## src/rtl/runner_motion_sequencer.sv

```systemverilog
// runner_motion_sequencer
//   Turns one-cycle movement commands into a frame-by-frame vertical
//   trajectory for the running man: jump rise, apex hold, fall, fast drop
//   and timed crouch. State advances only on frame_tick cycles, and the
//   outputs are registered, so they change on the cycle after the tick.
//   This block is the only writer of player_y.
//
// Ports
//   clk         system clock
//   reset       synchronous, active-high reset
//   movement    command pulse: 000 none, 001 big jump, 010 small jump,
//               011 crouch, 100 drop; other codes are ignored
//   frame_tick  one-cycle pulse per game frame
//   player_y    height above ground (0 = on ground)
//   crouching   high while crouching
//   busy        high whenever the player is not standing on the ground
//   land_pulse  one-cycle pulse on the cycle after a landing tick
module runner_motion_sequencer #(
  parameter int Y_W           = 7,
  parameter int BIG_H         = 32,
  parameter int SMALL_H       = 16,
  parameter int RISE_STEP     = 2,
  parameter int FALL_STEP     = 2,
  parameter int DROP_STEP     = 4,
  parameter int APEX_FRAMES   = 3,
  parameter int CROUCH_FRAMES = 12
) (
  input  logic           clk,
  input  logic           reset,
  input  logic [2:0]     movement,
  input  logic           frame_tick,
  output logic [Y_W-1:0] player_y,
  output logic           crouching,
  output logic           busy,
  output logic           land_pulse
);

  localparam int CNT_MAX = (APEX_FRAMES > CROUCH_FRAMES) ? APEX_FRAMES : CROUCH_FRAMES;
  localparam int CNT_W   = $clog2(CNT_MAX + 1);

  localparam logic [2:0] CMD_NONE   = 3'b000;
  localparam logic [2:0] CMD_BIG    = 3'b001;
  localparam logic [2:0] CMD_SMALL  = 3'b010;
  localparam logic [2:0] CMD_CROUCH = 3'b011;
  localparam logic [2:0] CMD_DROP   = 3'b100;

  localparam logic [Y_W-1:0] BIG_Y   = Y_W'(BIG_H);
  localparam logic [Y_W-1:0] SMALL_Y = Y_W'(SMALL_H);
  localparam logic [Y_W-1:0] RISE_Y  = Y_W'(RISE_STEP);
  localparam logic [Y_W:0]   RISE_WY = (Y_W + 1)'(RISE_STEP);
  localparam logic [Y_W-1:0] FALL_Y  = Y_W'(FALL_STEP);
  localparam logic [Y_W-1:0] DROP_Y  = Y_W'(DROP_STEP);

  localparam logic [CNT_W-1:0] APEX_CNT   = CNT_W'(APEX_FRAMES);
  localparam logic [CNT_W-1:0] CROUCH_CNT = CNT_W'(CROUCH_FRAMES);
  localparam logic [CNT_W-1:0] CNT_ONE    = CNT_W'(1);

  typedef enum logic [2:0] {GROUND, RISE, APEX, FALL, DROP, CROUCH} state_t;

  state_t           state, state_next;
  logic [Y_W-1:0]   y_next;
  logic [Y_W-1:0]   target, target_next;
  logic [CNT_W-1:0] cnt, cnt_next;
  logic [2:0]       pending_cmd, pending_next;
  logic             land_next;

  logic             cmd_legal;
  logic [2:0]       cmd;
  logic [Y_W-1:0]   jump_target;
  logic [Y_W-1:0]   jump_y;
  logic [Y_W:0]     rise_sum;
  logic [Y_W-1:0]   rise_y;
  logic [Y_W-1:0]   fall_y;
  logic [Y_W-1:0]   drop_y;

  // A legal code on the current cycle wins over anything already pending,
  // which also covers a command arriving on the tick cycle itself.
  assign cmd_legal = (movement != CMD_NONE) && (movement <= CMD_DROP);
  assign cmd       = cmd_legal ? movement : pending_cmd;

  assign jump_target = (cmd == CMD_BIG) ? BIG_Y : SMALL_Y;
  assign jump_y      = (RISE_Y >= jump_target) ? jump_target : RISE_Y;

  // Rise is computed one bit wider so the clamp sees the true sum.
  assign rise_sum = {1'b0, player_y} + RISE_WY;
  assign rise_y   = (rise_sum >= {1'b0, target}) ? target : rise_sum[Y_W-1:0];
  assign fall_y   = (player_y <= FALL_Y) ? '0 : player_y - FALL_Y;
  assign drop_y   = (player_y <= DROP_Y) ? '0 : player_y - DROP_Y;

  // State register and datapath registers
  always_ff @(posedge clk) begin
    if (reset) begin
      state       <= GROUND;
      player_y    <= '0;
      target      <= '0;
      cnt         <= '0;
      pending_cmd <= '0;
      land_pulse  <= 1'b0;
    end else begin
      state       <= state_next;
      player_y    <= y_next;
      target      <= target_next;
      cnt         <= cnt_next;
      pending_cmd <= pending_next;
      land_pulse  <= land_next;
    end
  end

  // Next-state logic
  always_comb begin
    state_next   = state;
    y_next       = player_y;
    target_next  = target;
    cnt_next     = cnt;
    land_next    = 1'b0;
    pending_next = cmd;

    if (frame_tick) begin
      // Whatever was pending is consumed (or discarded) by this tick.
      pending_next = '0;
      case (state)
        // GROUND and CROUCH accept the same commands; CROUCH additionally
        // counts down when no command arrives.
        GROUND, CROUCH: begin
          if (cmd == CMD_BIG || cmd == CMD_SMALL) begin
            state_next  = RISE;
            target_next = jump_target;
            y_next      = jump_y;
          end else if (cmd == CMD_CROUCH) begin
            state_next = CROUCH;
            cnt_next   = CROUCH_CNT;
          end else if (state == CROUCH) begin
            if (cnt == CNT_ONE) state_next = GROUND;
            else                cnt_next   = cnt - CNT_ONE;
          end
        end
        RISE: begin
          if (cmd == CMD_DROP) begin
            state_next = DROP;
          end else begin
            y_next = rise_y;
            if (rise_y == target) begin
              state_next = APEX;
              cnt_next   = APEX_CNT;
            end
          end
        end
        APEX: begin
          if (cmd == CMD_DROP)    state_next = DROP;
          else if (cnt == CNT_ONE) state_next = FALL;
          else                     cnt_next   = cnt - CNT_ONE;
        end
        FALL: begin
          if (cmd == CMD_DROP) begin
            state_next = DROP;
          end else begin
            y_next = fall_y;
            if (fall_y == '0) begin
              state_next = GROUND;
              land_next  = 1'b1;
            end
          end
        end
        DROP: begin
          y_next = drop_y;
          if (drop_y == '0) begin
            state_next = GROUND;
            land_next  = 1'b1;
          end
        end
        default: state_next = GROUND;
      endcase
    end
  end

  // Output decode
  always_comb begin
    crouching = (state == CROUCH);
    busy      = (state != GROUND);
  end

endmodule

```

## config.mk

```make
export PLATFORM = sky130hd
export DESIGN_NAME = runner_motion_sequencer
export DESIGN_NICKNAME = d
export VERILOG_FILES = /design/src/rtl/runner_motion_sequencer.sv
export SDC_FILE = /design/constraint.sdc
export NUM_CORES = 1
export LEC_CHECK = 0
export BUFFER_PORTS_ARGS = -buffer_cell sky130_fd_sc_hd__buf_2
export CAP_MARGIN = 20
export CORE_MARGIN = 3
export CORE_UTILIZATION = 25
export CTS_CLUSTER_SIZE = 40
export DETAILED_ROUTE_END_ITERATION = 7
export GPL_TIMING_DRIVEN = 0
export HOLD_SLACK_MARGIN = 0.1
export PLACE_DENSITY = 0.42
export RECOVER_POWER = 25
export SLEW_MARGIN = 20
export SYNTH_ARGS = -nofsm -noshare
export SYNTH_HDL_FRONTEND = slang
export SYNTH_SLANG_ARGS = --single-unit
```

## constraint.sdc

```tcl
create_clock -name clk -period 2.9 [get_ports clk]
set_input_delay 0.29 -clock clk [delete_from_list [all_inputs] [get_ports clk]]
set_output_delay 0.29 -clock clk [all_outputs]
set_load 0.01 [all_outputs]
```

==> impl_metrics.tcl <==
set metrics [dict create \
    final.setup_skew_ns 0.00214 \
    ir_drop_mv 0.261 \
    cp.required_ns 3.08 \
    routabilityCongestion 0.841 \
    route.detailed.drc 0 \
    io-pin-count 16 \
    num_antenna_cells 0 \
    share_of_synthesized_registers_carrying_an_async_set_or_reset 0 \
    tightestPinTransition_ns 0.586 \
    maxSlewViolCount 0 \
    total_leakage_power_nw 0.816 \
    tritoncts.num_buffers 3 \
    mostFrequentLayoutCell "sky130_fd_sc_hd__a21oi_1" \
    timing.final.crit_share 0.936 \
    maxCapViolations 0 \
    layout-drive-gt1-share 0.133 \
    synth-edff-count 0 \
    yosys_most_used_dff "sky130_fd_sc_hd__dfxtp_1" \
    synth_seq_cells 20 \
    finish.net_count 296 \
    hold_path_class "primary input to flip-flop" \
    run_status "completed" \
    pwr_per_cell_area_nw_per_um2 430 \
    synth.lib_cells_used.distinct 64 \
    row_count 31 \
    timing.critical_path.to_type "flip-flop" \
    htreeDepth 1 \
    timing.critical_path.max_delay_family "compound AO/OA/AOI/OAI gates" \
    routed_wl_mm 6.11 \
    post-cts-setup-buffers 0 \
    slew_headroom 0.609 \
    crit_path_max_fanout 10 \
    layout_common_cells "23 x sky130_fd_sc_hd__a21oi_1, 21 x sky130_fd_sc_hd__nor2_1, 18 x sky130_fd_sc_hd__dfxtp_1" \
    grt_usage 0.144 \
    instances_no_fill 377 \
    syn_area_sq_um 1980 \
    critPathLaunchType "flip-flop" \
    fp.dieH_um 95.0 \
    cts_sinks 20 \
    maximum_number_of_pins_on_one_net_before_global_route_repair 13 \
    cts_tree "done" \
    vias 2041 \
    vias_in_the_first_global_route 2037 \
    crit_slowest_cell "sky130_fd_sc_hd__dfxtp_1" \
    initial_utilization 0.266 \
    period_needed_ns 2.71 \
    postLayoutSetupSlackWorst_ns 0.187 \
    synthesis.nets 278 \
    grt_pass1_wl_mm 10.3 \
    fp.dieW_um 95.0 \
    timing_worst_setup_path_type "flip-flop to flip-flop" \
    critPathMaxStageDelay_ns 0.48 \
    dpl.cell_count 373 \
    worst-endpoint-arrival_ns 2.89 \
    syn-mean-instance-area_sq_um 7.58 \
    yosys_warning_total 0 \
    fp.dieArea_sq_um 9020 \
    final_antenna_net_count 0 \
    hold_viol_final 0 \
    initial_antenna_violation_count 0 \
    cp_cell_sequence "buf_2, xor2_1, ha_1, and2_1, a41oi_1, and3_2, a221o_1, or2_4, a31o_2" \
    area_growth_pct 14.1 \
    place_hpwl_mm 4.57 \
    core-area_sq_um 7450 \
    grt.overflow.total 0 \
    report.power.total_mw 0.971 \
    yosysSeqAreaShare 0.202 \
    clock.fmax_ghz 0.369 \
    wl_per_cell_um 16.2 \
    cts.clk_slew.worst_paths_ns 0.10 \
    io_buffer_count 13 \
    setup_viol 0 \
    detailedRoute.firstIterationViolations 112 \
    dp_slack_ns -0.174 \
    viasPerCell 5.41 \
    clock_insertion_delay_worst_skew_ns 0.28 \
    clock_path_buffers 2 \
    holdBufCountCts 0 \
    synth_cells 261 \
    number_of_iterations_in_the_first_detailed_routing_pass 4 \
    critical_path_buf_inv_count 1 \
    cts_root_buffer "sky130_fd_sc_hd__clkbuf_8" \
    rsz0062_at_grt "false" \
]
-- state kept, by name (all words and copies together) (netlist names) --
signal	count
pending_cmd	3
land_pulse	1
state	3
cnt	4
target	2
player_y	7
-- cell type report --
| class | count | area, sq um |
|---|---|---|
| timing repair buffer | 13 | 61.3 |
| buffer | 14 | 72.6 |
| clock buffer | 3 | 41.3 |
| clock inverter | 1 | 30.0 |
| inverter | 13 | 48.8 |
| tap | 99 | 124 |
| sequential | 20 | 405 |
| multi-input combinational | 214 | 1480 |
| fill | 833 | 5190 |
-- per-layer routing --
layer,vias up,share of wire,GRT usage
met5,-,0,0
met4,0,0.027,0.0469
met3,17,0.023,0.0199
met2,37,0.46,0.242
met1,977,0.49,0.190
li1,1010,-,-
-- cells by family after synthesis --
logic type / share of synthesized area
multiplexers: 0.0209
AND/OR/NAND/NOR: 0.270
XOR/XNOR: 0.0556
AO/OA/AOI/OAI: 0.322
buffers and inverters: 0.0594
flip-flops: 0.202
adder cells (fa/ha/maj): 0.0695
-- timing repair --
action | CTS | global route
setup endpoints to repair | 11 | 11
pin swaps | 0 | 1
gates cloned | 0 | 0
endpoints found under the hold margin | 0 | 0
resized for setup | 3 | 7
-- synthesized netlist by cell type (5+ instances only) --
master                     count  area share
sky130_fd_sc_hd__o21ai_0      12       0.030
sky130_fd_sc_hd__nand2b_1      7       0.022
sky130_fd_sc_hd__dfxtp_1      20        0.20
sky130_fd_sc_hd__nand2_1      14       0.027
sky130_fd_sc_hd__buf_2         7       0.018
sky130_fd_sc_hd__a31oi_1       5       0.016
sky130_fd_sc_hd__nor3_1       11       0.028
sky130_fd_sc_hd__inv_1        13       0.025
sky130_fd_sc_hd__xnor2_1       7       0.031
sky130_fd_sc_hd__nor2b_1      10       0.032
sky130_fd_sc_hd__a21oi_1      23       0.058
sky130_fd_sc_hd__clkbuf_1      6       0.011
sky130_fd_sc_hd__nor2_1       21       0.040
sky130_fd_sc_hd__a21boi_0      6       0.023
sky130_fd_sc_hd__and3_1        5       0.016
sky130_fd_sc_hd__ha_1         11       0.070
-- worst min-delay path, cell delays in order --
cell	delay [ns]
sky130_fd_sc_hd__buf_6	0.10
sky130_fd_sc_hd__a32oi_1	0.06
sky130_fd_sc_hd__nor3_1	0.11
-- stage by stage --
step,setup TNS (ns),hold slack [ns],area [sq um],util
floorplan,0,0.484,1980,-
global placement,-1.73,0.512,2170,0.291
detailed placement,-0.808,0.520,2170,0.291
CTS,0,0.329,2240,0.301
global route,0,0.379,2260,0.303
finish,0,0.331,2260,0.303
-- power by group --
| part | internal, mW | leakage (nW) | total [mW] | switching (mW) |
|---|---|---|---|---|
| Clock | 0.185 | 0.0357 | 0.309 | 0.124 |
| Sequential | 0.293 | 0.164 | 0.312 | 0.0190 |
| Combinational | 0.134 | 0.617 | 0.349 | 0.215 |
-- worst paths after layout --
kind | from | to | slack (ns) | cells past startpoint
setup / recovery | player_y[4] | cnt[1] | 0.19 | 9
hold / removal | movement[0] | pending_cmd[0] | 0.33 | 3
setup reg to reg | player_y[4] | cnt[1] | 0.19 | 9
hold reg to reg | cnt[3] | cnt[3] | 0.52 | 2
(Power assumes the default switching activity.)
